[src/rtl/col_drain_if.sv]
// Column-drain bus: column buffer heads/strobes in, tagged result stream out.
// Ports (master = arbiter side):
//   in : start, col_data[COLS], col_valid[COLS], out_ready
//   out: col_read[COLS], out_data, out_col, out_row, out_valid, out_last, busy, done
interface col_drain_if #(
    parameter int unsigned COLS     = 8,
    parameter int unsigned ROWS     = 8,
    parameter int unsigned OUTWIDTH = 32
);
    localparam int unsigned COLW = (COLS > 1) ? $clog2(COLS) : 1;
    localparam int unsigned ROWW = $clog2(ROWS + 1);

    logic                               start;
    logic [COLS-1:0][OUTWIDTH-1:0]      col_data;
    logic [COLS-1:0]                    col_valid;
    logic [COLS-1:0]                    col_read;
    logic [OUTWIDTH-1:0]                out_data;
    logic [COLW-1:0]                    out_col;
    logic [ROWW-1:0]                    out_row;
    logic                               out_valid;
    logic                               out_ready;
    logic                               out_last;
    logic                               busy;
    logic                               done;

    modport master (
        input  start, col_data, col_valid, out_ready,
        output col_read, out_data, out_col, out_row, out_valid, out_last, busy, done
    );

    modport slave (
        output start, col_data, col_valid, out_ready,
        input  col_read, out_data, out_col, out_row, out_valid, out_last, busy, done
    );
endinterface

[src/rtl/col_drain_arbiter.sv]
// Round-robin drain of COLS column result buffers onto one registered output stream.
// Each tile is ROWS results per column; beats are tagged with source column and
// per-column row index, the final beat carries out_last and done pulses afterwards.
// Ports: clk, rstn (synchronous, active-low), bus (col_drain_if.master).
module col_drain_arbiter #(
    parameter int unsigned COLS     = 8,
    parameter int unsigned ROWS     = 8,
    parameter int unsigned OUTWIDTH = 32
) (
    input  logic        clk,
    input  logic        rstn,
    col_drain_if.master bus
);
    localparam int unsigned COLW  = (COLS > 1) ? $clog2(COLS) : 1;
    localparam int unsigned ROWW  = $clog2(ROWS + 1);
    localparam int unsigned TOTAL = ROWS * COLS;
    localparam int unsigned TOTW  = $clog2(TOTAL + 1);

    typedef enum logic [1:0] {IDLE, DRAIN, DONE} state_t;

    state_t              state;
    logic [COLW-1:0]     ptr;
    logic [ROWW-1:0]     cnt [COLS];
    logic [TOTW-1:0]     total;

    logic [OUTWIDTH-1:0] out_data_q;
    logic [COLW-1:0]     out_col_q;
    logic [ROWW-1:0]     out_row_q;
    logic                out_valid_q;
    logic                out_last_q;
    logic                busy_q;
    logic                done_q;

    logic [COLS-1:0]     eligible_c;
    logic                any_c;
    logic [COLW-1:0]     grant_c;
    logic [COLW-1:0]     idx_c;
    logic                load_c;

    // A column may be read while it has data and has not yet supplied ROWS results.
    always_comb begin
        eligible_c = '0;
        for (int unsigned c = 0; c < COLS; c++) begin
            eligible_c[c] = bus.col_valid[c] && (cnt[c] < ROWW'(ROWS));
        end
    end

    // First eligible column at or after the round-robin pointer.
    always_comb begin
        any_c   = 1'b0;
        grant_c = '0;
        idx_c   = '0;
        for (int unsigned k = 0; k < COLS; k++) begin
            idx_c = COLW'((32'(ptr) + k) % COLS);
            if (!any_c && eligible_c[idx_c]) begin
                any_c   = 1'b1;
                grant_c = idx_c;
            end
        end
    end

    // Reload only when the output register is free or being emptied this cycle.
    assign load_c = (state == DRAIN) && (!out_valid_q || bus.out_ready)
                    && (total < TOTW'(TOTAL)) && any_c;

    // Read strobe is combinational so the column head is sampled in the same cycle.
    always_comb begin
        bus.col_read = '0;
        if (load_c) begin
            bus.col_read[grant_c] = 1'b1;
        end
    end

    // Control FSM, counters and output register.
    always_ff @(posedge clk) begin
        if (!rstn) begin
            state       <= IDLE;
            ptr         <= '0;
            total       <= '0;
            out_data_q  <= '0;
            out_col_q   <= '0;
            out_row_q   <= '0;
            out_valid_q <= 1'b0;
            out_last_q  <= 1'b0;
            busy_q      <= 1'b0;
            done_q      <= 1'b0;
            for (int unsigned c = 0; c < COLS; c++) begin
                cnt[c] <= '0;
            end
        end else begin
            case (state)
                IDLE: begin
                    done_q <= 1'b0;
                    if (bus.start) begin
                        state  <= DRAIN;
                        busy_q <= 1'b1;
                        total  <= '0;
                        for (int unsigned c = 0; c < COLS; c++) begin
                            cnt[c] <= '0;
                        end
                    end
                end
                DRAIN: begin
                    if (load_c) begin
                        out_data_q   <= bus.col_data[grant_c];
                        out_col_q    <= grant_c;
                        out_row_q    <= cnt[grant_c];
                        out_valid_q  <= 1'b1;
                        out_last_q   <= (total == TOTW'(TOTAL - 1));
                        cnt[grant_c] <= cnt[grant_c] + ROWW'(1);
                        total        <= total + TOTW'(1);
                        ptr          <= (grant_c == COLW'(COLS - 1)) ? '0 : grant_c + COLW'(1);
                    end else if (out_valid_q && bus.out_ready) begin
                        out_valid_q <= 1'b0;
                        out_last_q  <= 1'b0;
                        if (out_last_q) begin
                            state  <= DONE;
                            done_q <= 1'b1;
                        end
                    end
                end
                DONE: begin
                    state  <= IDLE;
                    busy_q <= 1'b0;
                    done_q <= 1'b0;
                end
                default: begin
                    state <= IDLE;
                end
            endcase
        end
    end

    assign bus.out_data  = out_data_q;
    assign bus.out_col   = out_col_q;
    assign bus.out_row   = out_row_q;
    assign bus.out_valid = out_valid_q;
    assign bus.out_last  = out_last_q;
    assign bus.busy      = busy_q;
    assign bus.done      = done_q;
endmodule

[src/flat_wrapper.sv]
// flat-port wrapper written by rule: the top's interface ports become plain ports
module col_drain_arbiter_flat 
#(
    parameter int unsigned COLS     = 8,
    parameter int unsigned ROWS     = 8,
    parameter int unsigned OUTWIDTH = 32
)
  (clk, rstn, bus_start, bus_col_data, bus_col_valid, bus_out_ready, bus_col_read, bus_out_data, bus_out_col, bus_out_row, bus_out_valid, bus_out_last, bus_busy, bus_done);
  col_drain_if #(.COLS(COLS), .ROWS(ROWS), .OUTWIDTH(OUTWIDTH)) bus_i ();
  input  logic clk;
  input  logic rstn;
  input wire logic [$bits(bus_i.start)-1:0] bus_start;
  input wire logic [$bits(bus_i.col_data)-1:0] bus_col_data;
  input wire logic [$bits(bus_i.col_valid)-1:0] bus_col_valid;
  input wire logic [$bits(bus_i.out_ready)-1:0] bus_out_ready;
  output wire logic [$bits(bus_i.col_read)-1:0] bus_col_read;
  output wire logic [$bits(bus_i.out_data)-1:0] bus_out_data;
  output wire logic [$bits(bus_i.out_col)-1:0] bus_out_col;
  output wire logic [$bits(bus_i.out_row)-1:0] bus_out_row;
  output wire logic [$bits(bus_i.out_valid)-1:0] bus_out_valid;
  output wire logic [$bits(bus_i.out_last)-1:0] bus_out_last;
  output wire logic [$bits(bus_i.busy)-1:0] bus_busy;
  output wire logic [$bits(bus_i.done)-1:0] bus_done;
  assign bus_i.start = bus_start;
  assign bus_i.col_data = bus_col_data;
  assign bus_i.col_valid = bus_col_valid;
  assign bus_i.out_ready = bus_out_ready;
  assign bus_col_read = bus_i.col_read;
  assign bus_out_data = bus_i.out_data;
  assign bus_out_col = bus_i.out_col;
  assign bus_out_row = bus_i.out_row;
  assign bus_out_valid = bus_i.out_valid;
  assign bus_out_last = bus_i.out_last;
  assign bus_busy = bus_i.busy;
  assign bus_done = bus_i.done;
  col_drain_arbiter #(.COLS(COLS), .ROWS(ROWS), .OUTWIDTH(OUTWIDTH)) u_core (.clk(clk), .rstn(rstn), .bus(bus_i));
endmodule
[config.mk]
export PLATFORM = sky130hd
export DESIGN_NAME = col_drain_arbiter_flat
export DESIGN_NICKNAME = d
export VERILOG_FILES = /design/src/rtl/col_drain_if.sv /design/src/rtl/col_drain_arbiter.sv /design/src/flat_wrapper.sv
export SDC_FILE = /design/constraint.sdc
export NUM_CORES = 1
export LEC_CHECK = 0
export ABC_AREA = 1
export CAP_MARGIN = 10
export CELL_PAD_IN_SITES_DETAIL_PLACEMENT = 1
export CELL_PAD_IN_SITES_GLOBAL_PLACEMENT = 1
export CORE_ASPECT_RATIO = 0.9
export CORE_MARGIN = 10
export CORE_UTILIZATION = 24
export CTS_CLUSTER_SIZE = 25
export DETAILED_ROUTE_END_ITERATION = 7
export MAX_ROUTING_LAYER = met4
export PLACE_DENSITY_LB_ADDON = 0.15
export SLEW_MARGIN = 20
export SYNTH_ARGS = -nofsm -noshare
export SYNTH_HDL_FRONTEND = slang
export SYNTH_SLANG_ARGS = --single-unit
[constraint.sdc]
create_clock -name clk -period 3.5 [get_ports clk]
set_input_delay 0.7 -clock clk [delete_from_list [all_inputs] [get_ports clk]]
set_output_delay 0.7 -clock clk [all_outputs]
set_load 0.01 [all_outputs]
==> qor.yml <==
floorplanning:
  die_x_um: 195.1
  dieArea_um2: 34640
  io_pins: 319
  rows: 57
  placeableCoreArea_um2: 27100
  die_y_um: 177.6
  initial_core_util_pct: 24.43
setup_path:
  critPathBufInv: 9
  cp-start-kind: "flop"
  cpMostUsedCell: "buf_4"
  critPathMaxFanout: 7
  rr_worst_depth: 25
  rrSetupSlack_ns: -0.02
  arrival_ns: 2.91
  r2r-start: "u_core.ptr[0]"
  critPathKind: "reg -> out"
  cp-startpoint: "u_core.ptr[0]"
  cpPeakStageDelay_ns: 0.37
  crit_end: "bus_col_read[1]"
  required_ns: 2.80
  path_delay_family: "buffers and inverters"
  crit_cells: 18
  crit_chain: "inv_2, ha_4, inv_6, nand3_2, buf_4, nand2_4, buf_4, o21ai_4, nor2_4, buf_4, buf_4, nand3b_1, nand2_2, buf_6, nor2_4, clkinv_4, nor2_4, buf_6"
  slowest_stage: "dfxtp_2"
  r2r_end: "u_core.cnt[6][2]"
  crit_path_end_kind: "output pin"
global_routing:
  grt_max_degree: 64
  grt_pass1_vias: 9524
  grt_overflow: 0
  grt_pass1_wl_um: 55880
  grt.total_usage_pct: 21.47
  antenna_found_initial: 8
sta:
  setup-violations-final: 20
  rsz0062_at_grt: "true"
  layout_min_cycle_time_ns: 3.606
  fin_ws_ns: -0.1063
  slew_headroom_pct: 60.38
  tightest_slew_ns: 0.5943
  hold_violations: 0
  clock.fmax_mhz: 277.3
  fin_skew_ns: 0.01091
  fin_crit_sh_pct: 103.0
  maxSlewViolCount: 0
  fin_hold_ws_ns: 0.4472
yosys:
  synth-seq-cells: 87
  synth_top_flop_cell: "dfxtp_1"
  synth_warnings: 0
  synth_area_leaders: "nand2_1 (28%), dfxtp_1 (17%), edfxtp_1 (15%)"
  synth_edf_count: 32
  syn_area_um2: 6621
  synth.top_cell.area_share_pct: 28.46
  yosysSeqAreaShare_pct: 31.14
  synthCells: 1117
  syn_area_per_cell_um2: 5.928
  syn_nets: 1391
  synthArstFlopShare_pct: 0
  ys_types: 34
  yosysTopAreaCell: "nand2_1"
worst_hold_path:
  min_path_type: "reg -> reg"
finish:
  layout_commonest_cell: "nand2_1"
  area_growth_pct: 79.91
  nNetsFinal: 1796
  final_cell_mix: "nand2_1 (482), clkdlybuf4s50_1 (301), buf_4 (111), a21oi_1 (89), nor2_1 (82)"
  drive_above_1_share_pct: 17.62
  final_area_um2: 11910
clock_tree:
  hold_buffers: 0
  cts_buffers: 9
  tritoncts: "built"
  htreeDepth: 3
  clock_sinks: 87
  clock_latency_ns: 0.36
  cts_max_path_buffers: 2
  path_clk_slew_ns: 0.08
  cts_root_buf: "clkbuf_16"
place:
  post-place-ws_ns: -0.7053
  dpl_cell_area_um2: 10760
  hpwl_um: 29910
  globalplace.congestion: 0.8448
  portBuffers: 318
outcome:
  failed_checks: "negative setup slack"
  outcome: "finished with violations"
drt:
  post_drt_wl_per_cell_um: 20.01
  drtPass1Iterations: 4
  drt_iter0_drc: 261
  vias: 8770
  drtAntennaViolNets: 0
  drc: 0
  viasPerCell: 4.638
  wl_um: 37830
run:
  maxCapViolCount: 0
==> worst reg2reg max path, delay by kind of cell (launching register included) <==
family	cells	cell delay, ns
flip-flops	1	0.37
buffers and inverters	8	0.93
XOR/XNOR	1	0.13
AND/OR/NAND/NOR	14	1.37
adder cells (fa/ha/maj)	2	0.48
==> final cells by class <==
cell class                      count  area, um2
Fill cell                        3396      15190
Multi-Input combinational cell    900       4443
Timing Repair Buffer              456       4367
Sequential cell                    87       2064
Tap cell                          354      442.9
Inverter                           68      271.5
Clock buffer                        9      225.2
Clock inverter                      7      73.82
Antenna cell                       10      25.02
==> worst min-delay path by stage <==
| stage | slack, ns | cells after the start | endpoint | start |
|---|---|---|---|---|
| after global placement | 0.43 | 2 | u_core.bus.out_row[3] | u_core.bus.out_row[3] |
| after floorplan | 0.44 | 2 | u_core.total[6] | u_core.total[6] |
| after CTS | 0.45 | 2 | u_core.bus.out_row[3] | u_core.bus.out_row[3] |
| after detailed placement | 0.43 | 2 | u_core.bus.out_row[3] | u_core.bus.out_row[3] |
| after global routing | 0.48 | 2 | u_core.bus.out_row[3] | u_core.bus.out_row[3] |
| final | 0.45 | 2 | u_core.bus.out_row[3] | u_core.bus.out_row[3] |
==> flip-flops by register name, indices dropped and copies added (netlist names) <==
register,cells
u_core.bus.busy,1
u_core.bus.done,1
u_core.bus.out_col,3
u_core.bus.out_data,32
u_core.bus.out_last,1
u_core.bus.out_row,4
u_core.bus.out_valid,1
u_core.cnt,32
u_core.ptr,3
u_core.state,2
u_core.total,7
==> logic make-up after synthesis <==
group           synth area share, %
buf+inv                       8.787
fa+ha+maj                     1.134
xor+xnor                      1.172
flops                         31.14
simple gates                  45.99
compound gates                11.77
==> timing repair <==
item,4_1_cts,5_1_grt
pin swaps,26,30
setup buffers,20,13
resized for setup,134,62
endpoints found under the setup margin,57,64
==> synthesized netlist by cell type (6+ instances only) <==
cell type	number
nand2_1	502
nor2_1	96
a21oi_1	91
nand3_1	68
inv_1	61
dfxtp_1	55
o21ai_0	49
nor3_1	37
edfxtp_1	32
buf_2	27
clkbuf_1	22
nand3b_1	13
buf_4	8
ha_1	6
inv_2	6
==> metal layers <==
layer  up-vias  global-route usage, %  part of all wire, %
met5         -                      -                    0
met4         0                  4.482                  1.2
met3        29                  7.112                  7.1
met2       206                  38.54                   52
met1      4133                  22.58                   40
li1       4402                      -                    -
==> per-stage QoR <==
stage / util, % / setup TNS, ns / cells
final: 43.96 / -0.5331 / 1891
after global routing: 43.94 / -5.419 / 1889
after CTS: 42.58 / -0.004079 / 1868
after detailed placement: 39.70 / -31.66 / 1832
after global placement: 39.70 / -27.86 / 1832
after floorplan: - / 0 / 1117
Power is left out: the tool's default activity adds up to more than one toggle a clock period on the data nets, which glitch-free logic cannot reach.
